**src/rtl/iomem_pkg.sv**
```systemverilog
// Shared types and constants for the iomem fabric: bus widths, FSM state
// encoding, fallback read data and status-register offsets.
package iomem_pkg;

  localparam int IOMEM_DW = 32;
  localparam int IOMEM_AW = 32;

  localparam logic [IOMEM_DW-1:0] IOMEM_DEFAULT_RDATA = 32'h1311_2077;

  typedef logic [1:0] iomem_state_t;
  localparam iomem_state_t ST_IDLE = 2'd0;
  localparam iomem_state_t ST_REQ  = 2'd1;
  localparam iomem_state_t ST_RESP = 2'd2;

  // Byte offsets inside the optional status slot
  localparam logic [IOMEM_AW-1:0] STAT_OFF_COUNT   = 32'h0000_0000;
  localparam logic [IOMEM_AW-1:0] STAT_OFF_ERRADDR = 32'h0000_0004;

endpackage

```
**src/rtl/iomem_watchdog.sv**
```systemverilog
// Per-transaction watchdog: cleared while clr is high, counts while en is
// high, and flags expire in the cycle whose increment would reach TIMEOUT.
module iomem_watchdog
  import iomem_pkg::*;
#(
  parameter int TIMEOUT = 255
) (
  input  logic clk,
  input  logic rst,
  input  logic clr,
  input  logic en,
  output logic expire
);

  localparam int CW = $clog2(TIMEOUT + 1);
  localparam logic [CW-1:0] LAST  = CW'(TIMEOUT - 1);
  localparam logic [CW-1:0] LIMIT = CW'(TIMEOUT);

  logic [CW-1:0] cnt;

  assign expire = en && (cnt == LAST);

  // NOTE: sequential state uses non-blocking assignments so every flop samples pre-edge values.
  always_ff @(posedge clk or posedge rst) begin
    if (rst) begin
      cnt <= '0;
    end else if (clr) begin
      cnt <= '0;
    end else if (en && (cnt != LIMIT)) begin
      cnt <= cnt + 1'b1;
    end
  end

endmodule

```
**src/rtl/iomem_xbar.sv**
```systemverilog
// Registered iomem fan-out to NSLV slave windows with a latency watchdog.
// Optional status slot at index NSLV when IOMEM_XBAR_STATS_EN is defined.
module iomem_xbar
  import iomem_pkg::*;
#(
  parameter int                  NSLV          = 4,
  parameter logic [IOMEM_AW-1:0] BASE          = 32'h0300_0000,
  parameter int                  SLOT_LOG2     = 12,
  parameter int                  TIMEOUT       = 255,
  parameter logic [IOMEM_DW-1:0] DEFAULT_RDATA = IOMEM_DEFAULT_RDATA
) (
  input  logic                     clk,
  input  logic                     rst,
  input  logic                     iomem_valid,
  output logic                     iomem_ready,
  input  logic [3:0]               iomem_wstrb,
  input  logic [IOMEM_AW-1:0]      iomem_addr,
  input  logic [IOMEM_DW-1:0]      iomem_wdata,
  output logic [IOMEM_DW-1:0]      iomem_rdata,
  output logic [NSLV-1:0]          s_valid,
  input  logic [NSLV-1:0]          s_ready,
  output logic [3:0]               s_wstrb,
  output logic [SLOT_LOG2-1:0]     s_addr,
  output logic [IOMEM_DW-1:0]      s_wdata,
  input  logic [IOMEM_DW*NSLV-1:0] s_rdata,
  output logic                     err
);

  iomem_state_t          state;
  logic                  err_q;
  logic                  holdoff;
  logic [IOMEM_DW-1:0]   rdata_q;
  logic [IOMEM_AW-1:0]   off;
  logic [IOMEM_AW-1:0]   idx;
  logic                  hit_slv;
  logic                  slv_ready;
  logic [IOMEM_DW-1:0]   slv_rdata;
  logic                  wd_expire;

  // Addresses below BASE wrap to a huge index and fall out as unmapped
  assign off     = iomem_addr - BASE;
  assign idx     = off >> SLOT_LOG2;
  assign hit_slv = idx < NSLV;

  assign slv_ready = |(s_ready & s_valid);

  // NOTE: every always_comb output gets a default first so no latch is inferred.
  always_comb begin
    slv_rdata = '0;
    for (int k = 0; k < NSLV; k++) begin
      if (s_valid[k]) slv_rdata = slv_rdata | s_rdata[IOMEM_DW*k +: IOMEM_DW];
    end
  end

  assign iomem_ready = (state == ST_RESP);
  assign err         = (state == ST_RESP) && err_q;
  assign iomem_rdata = rdata_q;

  iomem_watchdog #(.TIMEOUT(TIMEOUT)) u_watchdog (
    .clk    (clk),
    .rst    (rst),
    .clr    (state != ST_REQ),
    .en     (state == ST_REQ),
    .expire (wd_expire)
  );

`ifdef IOMEM_XBAR_STATS_EN
  logic                stat_sel;
  logic                hit_stat;
  logic [15:0]         txn_cnt;
  logic [15:0]         err_cnt;
  logic [IOMEM_AW-1:0] addr_q;
  logic [IOMEM_AW-1:0] last_err_addr;
  logic [IOMEM_DW-1:0] stat_rdata;

  assign hit_stat = idx == NSLV;

  always_comb begin
    stat_rdata = '0;
    if (s_addr == STAT_OFF_COUNT[SLOT_LOG2-1:0])
      stat_rdata = {err_cnt, txn_cnt};
    else if (s_addr == STAT_OFF_ERRADDR[SLOT_LOG2-1:0])
      stat_rdata = last_err_addr;
  end

  // Counters advance on the completion cycle, so a status read sees itself only afterwards
  always_ff @(posedge clk or posedge rst) begin
    if (rst) begin
      txn_cnt       <= '0;
      err_cnt       <= '0;
      addr_q        <= '0;
      last_err_addr <= '0;
    end else begin
      if (state == ST_IDLE && iomem_valid && !holdoff) addr_q <= iomem_addr;
      if (state == ST_REQ && stat_sel && s_wstrb != 4'h0 &&
          s_addr == STAT_OFF_COUNT[SLOT_LOG2-1:0]) begin
        txn_cnt <= '0;
        err_cnt <= '0;
      end else if (state == ST_RESP) begin
        if (txn_cnt != 16'hFFFF) txn_cnt <= txn_cnt + 1'b1;
        if (err_q) begin
          if (err_cnt != 16'hFFFF) err_cnt <= err_cnt + 1'b1;
          last_err_addr <= addr_q;
        end
      end
    end
  end
`endif

  always_ff @(posedge clk or posedge rst) begin
    if (rst) begin
      state   <= ST_IDLE;
      s_valid <= '0;
      s_wstrb <= '0;
      s_addr  <= '0;
      s_wdata <= '0;
      rdata_q <= '0;
      err_q   <= 1'b0;
      holdoff <= 1'b0;
`ifdef IOMEM_XBAR_STATS_EN
      stat_sel <= 1'b0;
`endif
    end else begin
      // Masks a request the master is slow to drop after ready
      holdoff <= (state == ST_RESP);
      case (state)
        ST_IDLE: begin
          if (iomem_valid && !holdoff) begin
            s_wstrb <= iomem_wstrb;
            s_wdata <= iomem_wdata;
            s_addr  <= off[SLOT_LOG2-1:0];
            err_q   <= 1'b0;
            if (hit_slv) begin
              s_valid <= NSLV'(1) << idx;
              state   <= ST_REQ;
`ifdef IOMEM_XBAR_STATS_EN
            end else if (hit_stat) begin
              stat_sel <= 1'b1;
              state    <= ST_REQ;
`endif
            end else begin
              rdata_q <= DEFAULT_RDATA;
              err_q   <= 1'b1;
              state   <= ST_RESP;
            end
          end
        end
        ST_REQ: begin
`ifdef IOMEM_XBAR_STATS_EN
          if (stat_sel) begin
            rdata_q  <= stat_rdata;
            stat_sel <= 1'b0;
            state    <= ST_RESP;
          end else
`endif
          if (slv_ready) begin
            rdata_q <= slv_rdata;
            s_valid <= '0;
            state   <= ST_RESP;
          end else if (wd_expire) begin
            rdata_q <= DEFAULT_RDATA;
            err_q   <= 1'b1;
            s_valid <= '0;
            state   <= ST_RESP;
          end
        end
        ST_RESP: state <= ST_IDLE;
        default: state <= ST_IDLE;
      endcase
    end
  end

endmodule
```
**config.mk**
```make
export PLATFORM = sky130hd
export DESIGN_NAME = iomem_xbar
export DESIGN_NICKNAME = d
export VERILOG_FILES = /design/src/rtl/iomem_pkg.sv /design/src/rtl/iomem_watchdog.sv /design/src/rtl/iomem_xbar.sv
export SDC_FILE = /design/constraint.sdc
export NUM_CORES = 1
export LEC_CHECK = 0
export ABC_AREA = 1
export BUFFER_PORTS_ARGS = -buffer_cell sky130_fd_sc_hd__buf_4
export CAP_MARGIN = 20
export CORE_MARGIN = 5
export CORE_UTILIZATION = 44
export CTS_CLUSTER_SIZE = 30
export DETAILED_ROUTE_END_ITERATION = 8
export GPL_TIMING_DRIVEN = 0
export PLACE_DENSITY = 0.76
export SLEW_MARGIN = 20
export SYNTH_ARGS = -nofsm -noshare
export SYNTH_HDL_FRONTEND = slang
export SYNTH_SLANG_ARGS = --single-unit
```
**constraint.sdc**
```tcl
create_clock -name clk -period 3 [get_ports clk]
set_input_delay 0.3 -clock clk [delete_from_list [all_inputs] [get_ports clk]]
set_output_delay 0.3 -clock clk [all_outputs]
set_load 0.005 [all_outputs]
```
==> metrics.csv <==
stage,metric,value,unit
synthesis,#FFs+latches synth,96,
floorplan,Chip Height,116,um
hold_path,Min-Delay Path Class,input pin to flip-flop,
sta,Max Fclk,542,MHz
worst_setup_path,RR Startpoint,s_valid[2],
hold_path,min-delay src,iomem_wdata[1],
worst_setup_path,worst-path fanout max,10,
worst_setup_path,Setup crit end kind,flip-flop,
power_and_ir_drop,pwr dens,454,nW/um^2
worst_setup_path,CP arrival,2.12,ns
power_and_ir_drop,Psw,967,uW
finish,number of nets in the layout,1192,
synthesis,synth unique cells,26,
sta,Max Slew Vio Count,0,
power_and_ir_drop,sequential share of power,44.3,%
global_routing,vias in the first global route,5239,
placed_design,Place WS,0.980,ns
detailed_routing,Top Layer Used,met4,
detailed_routing,number of remaining DRC errors,0,
cts,Resize count post-CTS,0,
power_and_ir_drop,Leak,0.00421,uW
placed_design,gpl congestion,0.876,
synthesis,prevailing post-synth register cell,dfrtp_1,
worst_setup_path,Startpoint Class,flip-flop,
cts,# Post-CTS Setup Buffers,0,
sta,Layout Skew,0.00771,ns
finish,n_diodes,0,
sta,Rel. slew slack,64.3,%
floorplan,die footprint,13500,um^2
sta,Setup Viol. Count Final,0,
sta,Final Critical Period,1.84,ns
placed_design,Post-DP Area,7340,um^2
cts,clk sinks,96,
finish,fill cell count,952,
worst_setup_path,Setup CP Type,flip-flop to flip-flop,
detailed_routing,WL met2,8430,um
power_and_ir_drop,Worst VDD drop,319,uV
placed_design,IO Port Bufs,288,
status,outcome,completed,
sta,final worst-path setup slack,1.16,ns
synthesis,Yosys top cell area share,48.4,%
sta,Tcrit/Tclk final,61.5,%
hold_path,Hold Crit Depth,3,
finish,Layout area overhead,53.7,%
global_routing,initial antenna violation count,0,
floorplan,area of the core,10900,um^2
detailed_routing,via count,5380,
detailed_routing,WL/cell,15.4,um
synthesis,Synth Area per Inst,7.26,um^2
floorplan,Initial Utilization,45.4,%
finish,fin area,7630,um^2
cts,Root Driver,clkbuf_16,
cts,CTS Buf Count,9,
synthesis,ys async rst share,100,%
synthesis,Cells after Synth,684,
sta,Worst-Margin Slew,0.535,ns
worst_setup_path,Reg2Reg Setup Slack,1.16,ns
detailed_routing,Pre-antenna DRT Iters,4,
floorplan,I/O Pins,289,
synthesis,Synth Net Count,891,
power_and_ir_drop,Pint,2500,uW
finish,share of cells above drive strength 1,34.0,%
power_and_ir_drop,Sw Ratio,27.9,%
floorplan,Die X-Extent,116,um
global_routing,largest net degree at the start of global routing,65,
sta,final hold slack,0.148,ns
cts,clk slew on worst S/H paths,0.07,ns
synthesis,Area contributors post-synth,"dfrtp_1 (48%), nand2_1 (28%), nand4_1 (4.7%), nor2_1 (3.1%), nand2_4 (2.5%)",
synthesis,Syn. warnings,0,
cts,worst skew pair latency,0.34,ns
detailed_routing,met1 wire length,6490,um
synthesis,"EDFF count, synth",0,
synthesis,cell area after synthesis,4970,um^2
sta,final-report hold violation count,0,
cts,clk buf depth,2,
synthesis,register area share after synthesis,48.4,%
run,MaxCap Viol Count,0,
power_and_ir_drop,Clock Power Share,32.1,%
detailed_routing,DRT Wirelength,17400,um
hold_path,hold path endpoint,s_wdata[1],
detailed_routing,Via density,4.76,
global_routing,gr usage total,25.1,%
detailed_routing,Antenna Nets Post-Route,0,
worst_setup_path,worst path required time,3.28,ns
worst_setup_path,Reg2Reg Depth,8,
detailed_routing,initial DRC count,344,
floorplan,# rows,38,
placed_design,HPWL Detailed,14400,um
synthesis,dominant cell type by area after synthesis,dfrtp_1,
synthesis,most frequent cell after synthesis,nand2_1,
cts,CTS tree,done,
sta,RSZ-0062 raised after global routing,no,
worst_setup_path,Worst R2R End,iomem_rdata[22],
detailed_routing,DR WL met3,2070,um
power_and_ir_drop,Gate power share,23.6,%
synthesis,Synth top cells by count,"nand2_1 (368), dfrtp_1 (96), nor2_1 (41)",
global_routing,global-route wire length before repair,26200,um
global_routing,grt ovf,0,
cts,CTS H-tree depth,3,
==> stage by stage <==
step	cells	power, uW	utilization, %	setup TNS [ns]
after CTS	1130	3500	69.8	0
after global placement	1112	2370	66.8	-93.59
after floorplan	684	1840	-	0
after global routing	1130	3660	69.8	0
final	1130	3460	69.8	0
after detailed placement	1113	2390	67.1	0
==> cell families (layout without fill, tap and decap cells) <==
| family | after synthesis | in the layout | synth area share (%) |
|---|---|---|---|
| flip-flops | 96 | 96 | 48.4 |
| AO/OA/AOI/OAI | 30 | 30 | 3.32 |
| AND/OR/NAND/NOR | 484 | 484 | 41.4 |
| buffers and inverters | 70 | 376 | 5.87 |
| adder cells (fa/ha/maj) | 4 | 4 | 1.01 |
==> worst max-delay path by stage <==
stage                            to  depth (start not counted)  slack (ns)           start
floorplan                     err_q                          1        0.19             rst
global placement    iomem_rdata[10]                          2       -0.98             rst
detailed placement   iomem_rdata[5]                         13        0.98  iomem_addr[24]
CTS                 iomem_rdata[22]                          8        1.15      s_valid[1]
global route        iomem_rdata[23]                          8        0.94      s_valid[2]
finish              iomem_rdata[22]                          8        1.16      s_valid[2]
==> worst max-delay path, cell delays in order, from the launching register on <==
cell and delay [ns]:
dfrtp_1 0.34, clkbuf_1 0.31, nand2_1 0.09, nand3_1 0.09
a21oi_1 0.06, nor2_1 0.23, clkbuf_1 0.46, nand2_1 0.10
nand2_1 0.10
==> cell usage in the layout, fill, tap and decap left out, drive strengths merged, types with 2 or more instances in the layout <==
cell	synthesis	routed
nand2	384	384
buf	5	294
dfrtp	96	96
nor2	46	46
inv	38	42
nand4	37	37
clkbuf	27	37
a21oi	19	19
nand3	10	10
nor3	4	4
o21ai	4	4
a211oi	4	4
ha	4	4
a31oi	2	2
and3	2	2
clkinv	0	2
==> layout make-up <==
| cell class | count | area (um^2) | area share (%) |
|---|---|---|---|
| Multi-Input combinational cell | 518 | 2270 | 29.8 |
| Inverter | 38 | 148 | 1.93 |
| Clock buffer | 10 | 229 | 3.00 |
| Buffer | 32 | 149 | 1.95 |
| Timing Repair Buffer | 290 | 2200 | 28.8 |
| Sequential cell | 96 | 2400 | 31.5 |
| Tap cell | 140 | 175 | 2.29 |
| Clock inverter | 6 | 57.6 | 0.754 |
==> what timing repair did <==
| action | 4_1_cts | 5_1_grt |
|---|---|---|
| hold buffers | 1 | 0 |
| endpoints found under the setup margin | 0 | 0 |
| hold endpoints to repair | 32 | 0 |
==> flip-flops by register name, summed over array words and instances (netlist names) <==
register        flops
s_wstrb             4
s_valid             4
s_addr             12
iomem_rdata        32
u_watchdog.cnt      8
state               2
s_wdata            32
holdoff             1
err_q               1
==> metal layers <==
layer | global-route usage, % | vias up
met4 | 8.58 | 0
met2 | 43.1 | 211
li1 | - | 2739
met5 | 0 | -
met1 | 28.6 | 2401
met3 | 9.90 | 29
==> power by group through the flow <==
stage	registers (uW)	clock network, uW	logic (uW)
2_1_floorplan	1570	0	266
3_3_place_gp	1550	0	816
3_5_place_dp	1560	0	830
4_1_cts	1540	1130	834
5_1_grt	1560	1200	911
6_report	1540	1110	818
No activity file was read; power rests on OpenSTA's default activity.
